## src/rtl/qpd_request_gen_if.sv

```systemverilog
// Request/trigger link between the quarter-period request generator (master)
// and the delay/trigger block (slave).
interface qpd_request_gen_if #(
    parameter int COUNT_W = 8
);
    logic               rt;
    logic [COUNT_W-1:0] count_quater_period;
    logic               trigger;

    modport master (output rt, output count_quater_period, input trigger);
    modport slave  (input rt, input count_quater_period, output trigger);
endinterface

```

## src/rtl/qpd_request_gen.sv

```systemverilog
// Measures the ref_in period, publishes the quarter period with an rt strobe and
// waits for the delay block's trigger (or a timeout) before measuring again.
module qpd_request_gen #(
    parameter int COUNT_W      = 8,
    parameter int PERIOD_W     = 32,
    parameter int MIN_PERIOD   = 8,
    parameter int RT_CYCLES    = 2,
    parameter int TRIG_TIMEOUT = 1000000
) (
    input  logic                sclock,
    input  logic                rst_n,
    input  logic                enable,
    input  logic                ref_in,
    qpd_request_gen_if.master   req_if,
    output logic [PERIOD_W-1:0] last_period,
    output logic                busy,
    output logic                period_err,
    output logic                timeout_err
);

    localparam int TO_W = (TRIG_TIMEOUT > 1) ? $clog2(TRIG_TIMEOUT) : 1;
    localparam int RC_W = (RT_CYCLES > 1) ? $clog2(RT_CYCLES) : 1;
    localparam logic [TO_W-1:0]     TO_LAST = TO_W'(TRIG_TIMEOUT - 1);
    localparam logic [RC_W-1:0]     RC_LAST = RC_W'(RT_CYCLES - 1);
    localparam logic [PERIOD_W-1:0] MIN_P   = PERIOD_W'(MIN_PERIOD);
    localparam logic [PERIOD_W-1:0] Q_MAX   = {{(PERIOD_W-COUNT_W){1'b0}}, {COUNT_W{1'b1}}};

    typedef enum logic [2:0] {
        IDLE_S      = 3'd0,
        ARM_S       = 3'd1,
        MEASURE_S   = 3'd2,
        REQUEST_S   = 3'd3,
        WAIT_TRIG_S = 3'd4
    } state_t;

    function automatic logic [PERIOD_W-1:0] sat_inc(input logic [PERIOD_W-1:0] v);
        if (&v) begin
            sat_inc = v;
        end else begin
            sat_inc = v + PERIOD_W'(1);
        end
    endfunction

    function automatic logic [COUNT_W-1:0] quarter_sat(input logic [PERIOD_W-1:0] p);
        logic [PERIOD_W-1:0] q;
        q = p >> 2'd2;
        if (q > Q_MAX) begin
            quarter_sat = {COUNT_W{1'b1}};
        end else begin
            quarter_sat = q[COUNT_W-1:0];
        end
    endfunction

    logic                ref_s1_r, ref_s2_r, ref_s3_r;
    logic                rise_s;
    state_t              state_r, state_n_s;
    logic [PERIOD_W-1:0] period_cnt_r, period_cnt_n_s;
    logic [RC_W-1:0]     req_cnt_r, req_cnt_n_s;
    logic [TO_W-1:0]     to_cnt_r, to_cnt_n_s;
    logic [COUNT_W-1:0]  count_r, count_n_s;
    logic [PERIOD_W-1:0] last_r, last_n_s;
    logic                rt_r, rt_n_s;
    logic                busy_r, busy_n_s;
    logic                perr_r, perr_n_s;
    logic                terr_r, terr_n_s;
    logic [PERIOD_W-1:0] period_s;
    logic [COUNT_W-1:0]  quarter_s;

    assign rise_s    = ref_s2_r & ~ref_s3_r;
    assign period_s  = sat_inc(period_cnt_r);
    assign quarter_s = quarter_sat(period_s);

    // Two-flop synchroniser plus edge-detect history for ref_in.
    always_ff @(posedge sclock or negedge rst_n) begin
        if (!rst_n) begin
            ref_s1_r <= 1'b0;
            ref_s2_r <= 1'b0;
            ref_s3_r <= 1'b0;
        end else begin
            ref_s1_r <= ref_in;
            ref_s2_r <= ref_s1_r;
            ref_s3_r <= ref_s2_r;
        end
    end

    // Next-state, datapath and output decode.
    always_comb begin
        state_n_s      = state_r;
        period_cnt_n_s = period_cnt_r;
        req_cnt_n_s    = req_cnt_r;
        to_cnt_n_s     = to_cnt_r;
        count_n_s      = count_r;
        last_n_s       = last_r;
        perr_n_s       = 1'b0;
        terr_n_s       = 1'b0;
        if (!enable) begin
            state_n_s      = IDLE_S;
            period_cnt_n_s = '0;
            req_cnt_n_s    = '0;
            to_cnt_n_s     = '0;
        end else begin
            case (state_r)
                IDLE_S: state_n_s = ARM_S;
                ARM_S: begin
                    if (rise_s) begin
                        period_cnt_n_s = '0;
                        state_n_s      = MEASURE_S;
                    end else begin
                        state_n_s = ARM_S;
                    end
                end
                MEASURE_S: begin
                    if (rise_s) begin
                        // The closing edge always opens the next measurement.
                        period_cnt_n_s = '0;
                        if (period_s < MIN_P) begin
                            perr_n_s = 1'b1;
                        end else begin
                            last_n_s = period_s;
                            // The delay block only fires on a changed count, so skip repeats.
                            if (quarter_s == count_r) begin
                                state_n_s = MEASURE_S;
                            end else begin
                                count_n_s   = quarter_s;
                                req_cnt_n_s = '0;
                                state_n_s   = REQUEST_S;
                            end
                        end
                    end else begin
                        period_cnt_n_s = sat_inc(period_cnt_r);
                    end
                end
                REQUEST_S: begin
                    if (req_cnt_r == RC_LAST) begin
                        to_cnt_n_s = '0;
                        state_n_s  = WAIT_TRIG_S;
                    end else begin
                        req_cnt_n_s = req_cnt_r + RC_W'(1);
                    end
                end
                WAIT_TRIG_S: begin
                    if (req_if.trigger) begin
                        state_n_s = ARM_S;
                    end else if (to_cnt_r == TO_LAST) begin
                        terr_n_s  = 1'b1;
                        state_n_s = ARM_S;
                    end else begin
                        to_cnt_n_s = to_cnt_r + TO_W'(1);
                    end
                end
                default: state_n_s = IDLE_S;
            endcase
        end
        // rt trails the count update by one cycle, so the count is settled when rt rises.
        rt_n_s   = (state_r == REQUEST_S) && enable;
        busy_n_s = (state_n_s != IDLE_S);
    end

    // State, counters and registered outputs.
    always_ff @(posedge sclock or negedge rst_n) begin
        if (!rst_n) begin
            state_r      <= IDLE_S;
            period_cnt_r <= '0;
            req_cnt_r    <= '0;
            to_cnt_r     <= '0;
            count_r      <= '0;
            last_r       <= '0;
            rt_r         <= 1'b0;
            busy_r       <= 1'b0;
            perr_r       <= 1'b0;
            terr_r       <= 1'b0;
        end else begin
            state_r      <= state_n_s;
            period_cnt_r <= period_cnt_n_s;
            req_cnt_r    <= req_cnt_n_s;
            to_cnt_r     <= to_cnt_n_s;
            count_r      <= count_n_s;
            last_r       <= last_n_s;
            rt_r         <= rt_n_s;
            busy_r       <= busy_n_s;
            perr_r       <= perr_n_s;
            terr_r       <= terr_n_s;
        end
    end

    assign req_if.rt                  = rt_r;
    assign req_if.count_quater_period = count_r;
    assign last_period                = last_r;
    assign busy                       = busy_r;
    assign period_err                 = perr_r;
    assign timeout_err                = terr_r;

endmodule

```

## src/flat_wrapper.sv

```systemverilog
// flat-port wrapper written by rule: the top's interface ports become plain ports
module qpd_request_gen_flat 
#(
    parameter int COUNT_W      = 8,
    parameter int PERIOD_W     = 32,
    parameter int MIN_PERIOD   = 8,
    parameter int RT_CYCLES    = 2,
    parameter int TRIG_TIMEOUT = 1000000
)
  (sclock, rst_n, enable, ref_in, last_period, busy, period_err, timeout_err, req_if_rt, req_if_count_quater_period, req_if_trigger);
  qpd_request_gen_if #(.COUNT_W(COUNT_W)) req_if_i ();
  input  logic sclock;
  input  logic rst_n;
  input  logic enable;
  input  logic ref_in;
  output logic [PERIOD_W-1:0] last_period;
  output logic busy;
  output logic period_err;
  output logic timeout_err;
  output wire logic [$bits(req_if_i.rt)-1:0] req_if_rt;
  output wire logic [$bits(req_if_i.count_quater_period)-1:0] req_if_count_quater_period;
  input wire logic [$bits(req_if_i.trigger)-1:0] req_if_trigger;
  assign req_if_rt = req_if_i.rt;
  assign req_if_count_quater_period = req_if_i.count_quater_period;
  assign req_if_i.trigger = req_if_trigger;
  qpd_request_gen #(.COUNT_W(COUNT_W), .PERIOD_W(PERIOD_W), .MIN_PERIOD(MIN_PERIOD), .RT_CYCLES(RT_CYCLES), .TRIG_TIMEOUT(TRIG_TIMEOUT)) u_core (.sclock(sclock), .rst_n(rst_n), .enable(enable), .ref_in(ref_in), .req_if(req_if_i), .last_period(last_period), .busy(busy), .period_err(period_err), .timeout_err(timeout_err));
endmodule
```

## config.mk

```make
export PLATFORM = sky130hd
export DESIGN_NAME = qpd_request_gen_flat
export DESIGN_NICKNAME = d
export VERILOG_FILES = /design/src/rtl/qpd_request_gen_if.sv /design/src/rtl/qpd_request_gen.sv /design/src/flat_wrapper.sv
export SDC_FILE = /design/constraint.sdc
export NUM_CORES = 1
export LEC_CHECK = 0
export ABC_CLOCK_PERIOD_IN_PS = 7900
export CAP_MARGIN = 20
export CORE_UTILIZATION = 35
export CTS_CLUSTER_SIZE = 24
export DETAILED_ROUTE_END_ITERATION = 10
export SYNTH_ARGS = -nofsm -noshare
export SYNTH_HDL_FRONTEND = slang
export SYNTH_SLANG_ARGS = --single-unit
```

## constraint.sdc

```tcl
create_clock -name sclock -period 7.9 [get_ports sclock]
set_clock_uncertainty 0.2 [all_clocks]
set_input_delay 1.185 -clock sclock [delete_from_list [all_inputs] [get_ports sclock]]
set_output_delay 1.185 -clock sclock [all_outputs]
set_load 0.05 [all_outputs]
```

==> run metrics <==
most common cell after layout, fill and taps aside dfrtp_1; EDFF count, synth 0; Crit. Startpoint u_core.period_cnt_r[15]; clk slew on worst S/H paths 0.08 ns; Hold/Removal Path Class reg2reg; CTS resizes 0; max-cap violations 0; Synth async-reset ratio 100%; GRT Residual Overflow 0; mapped cell area 5820 um^2; Max Buffers Root-to-Sink 2; critical path's largest stage delay 0.57 ns; endpoints failing hold 0; commonest non-fill, non-tap cells in the layout dfrtp_1 (103), nand2_1 (96), o21ai_0 (66); # rows 46; Static Leak 2.67 nW; post-route clock period utilization 57.3%; Req. time, crit path 7.94 ns; CP Max Fanout 30; flops & latches, synth 103; Post-Syn Nets 651; Slew Viols, Final 0; total power 0.00104 W; Final setup viols 0; R2R Path Start u_core.period_cnt_r[15]; RSZ-0062 raised after global routing false; Vias/cell 5.54; first-pass GRT wire length 23.4 mm; Tot GR Track Use 18.0%; initial antenna violation count 0; nets 671; Power Density 155 nW/um^2; outcome complete, no violations; routed len/inst 16.3 um; Worst R2R Path Depth 11; hpwl dp 10.0 mm; crit path DAT 4.57 ns; clock sink count 103; Initial DRT Pass Iterations 4; hold depth 0; hold_sp u_core.ref_s1_r; DRC 0; Initial Utilization 36.2%; Setup Buffers After CTS 0; Routed Antenna Nets 0; WHS 0.148 ns; f_max 0.221 GHz; Hold Path End u_core.ref_s2_r; Worst slew margin 30.9%; Hold-fix buffers, CTS 0; die area 17200 um^2; Num CTS Buffers 9; Least-Margin Pin Slew 1.03 ns; H-tree levels 3; Peak VDD IR 109 uV; Final Critical Period 4.52 ns; post-synthesis cell type count 72; share of post-route cells with drive strength above 1 7.92%; Crit Path Class reg2reg; critical-path cell list nand4_4 -> nor4_2 -> nand3_1 -> nand4_1 -> xor2_1 -> nand4_1 -> nor3_1 -> a31o_2 -> buf_16 -> a21oi_4 -> mux2_4; r2r setup slk 3.38 ns; Clk Latency, worst-skew pair 0.37 ns; initial DRC count 436; cell count after synthesis 644; Die X 131 um; antenna diode count 0; Final Non-Filler Cells 885; cell mode on critical path nand4_1; IO Port Bufs 48; top_reg_cell synth dfrtp_1; I/O pin cnt 49; Avg Cell Area, Syn 9.04 um^2; area of the core 16100 um^2; vias in the first global route 4487; startpoint types flip-flop; gpl congestion 0.953; Reg-to-Reg End u_core.req_if.count_quater_period[5]; register area share after synthesis 44.3%; vias after detailed routing 4899; clock root buffer clkbuf_16; TritonCTS clock tree yes; final WL 14.5 mm; Die Y 131 um; largest net degree at the start of global routing 65; Post-Place Cells 868; Synth warnings 0; setup TNS 0 ns; Layout fillers 1590; Critical Path Sink Type flip-flop; Area Growth Syn to Fin 15.2%; Crit-path slowest cell a31o_2
[routing by layer]
metal,vias up,part of all wire [%],GRT usage [%]
met5,-,0,0
met4,0,3.4,9.53
met3,30,4.8,3.54
met2,150,45,27.0
met1,2369,47,24.5
li1,2350,-,-
[sequential cells by signal, summed over array words and instances, names as in the netlist]
register and count:
u_core.req_cnt_r 1, u_core.req_if.count_quater_period 8, u_core.ref_s1_r 1, u_core.period_cnt_r 32, u_core.last_period 32, u_core.req_if.rt 1
u_core.timeout_err 1, u_core.period_err 1, u_core.ref_s2_r 1, u_core.state_r 3, u_core.busy 1, u_core.to_cnt_r 20
u_core.ref_s3_r 1
[synth_stat cells (all sizes together) (10+ instances only)]
cell / n / area (um^2)
dfrtp: 103 / 2580
nand2: 96 / 360
o21ai: 77 / 389
nor2: 50 / 190
nand3: 33 / 178
xnor2: 27 / 236
clkbuf: 26 / 97.6
a21oi: 22 / 121
nand4: 19 / 155
nor3: 18 / 111
xor2: 18 / 158
buf: 17 / 133
and3: 13 / 81.3
nor4: 11 / 75.1
nor2b: 10 / 62.6
[logic make-up (layout without fill, tap and decap cells)]
kind of cell	count (synthesis)	after routing	share of synthesized area [%]
xor+xnor	45	45	6.77
compound gates	151	151	16.7
flops	103	103	44.3
fa+ha+maj	2	2	0.430
simple gates	282	282	25.2
mux	11	11	2.24
buf+inv	50	75	4.41
[worst max-delay path, delay by kind of cell (launching register included)]
kind	cells	cell delay, ns
AOI/OAI and AO/OA	2	0.65
xor gates and xnor gates	1	0.36
buffers and inverters	1	0.25
DFF	1	0.56
muxes	1	0.31
and+or+nand+nor	6	2.04
[how the worst max path moves through the flow]
| stage | slack, ns | end | cells past startpoint |
|---|---|---|---|
| final | 3.38 | u_core.req_if.count_quater_period[5] | 11 |
| after global routing | 3.05 | u_core.req_if.count_quater_period[6] | 11 |
| after CTS | 3.19 | u_core.req_if.count_quater_period[5] | 10 |
| after detailed placement | 3.22 | u_core.req_if.count_quater_period[5] | 10 |
| after global placement | 3.42 | u_core.req_if.count_quater_period[6] | 10 |
| after floorplan | 4.30 | u_core.req_if.count_quater_period[6] | 11 |
[metrics by stage]
stage               utilization [%]  setup slack [ns]  area (um^2)
detailed placement             39.6              3.22         6360
finish                         41.8              3.38         6710
CTS                            41.6              3.19         6680
global placement               39.6              3.42         6360
floorplan                         -              4.30         5820
global route                   41.8              3.05         6710
[report_power, final]
part	total [W]	switching, W	leakage, nW	internal (W)
Clock	0.000475	0.000221	0.151	0.000254
Combinational	0.0000352	0.0000272	1.09	0.00000805
Sequential	0.000532	0.00000259	1.43	0.000529
Total	0.00104	0.000251	2.67	0.000791
[cell type report]
| class | instances | area, um^2 | area share (%) |
|---|---|---|---|
| tap | 216 | 270 | 4.03 |
| clock inverter | 7 | 91.3 | 1.36 |
| timing repair buffer | 52 | 528 | 7.87 |
| multi-input combinational | 491 | 2990 | 44.5 |
| sequential | 103 | 2580 | 38.4 |
| clock buffer | 9 | 225 | 3.36 |
| inverter | 7 | 26.3 | 0.392 |
(Power assumes the default switching activity.)
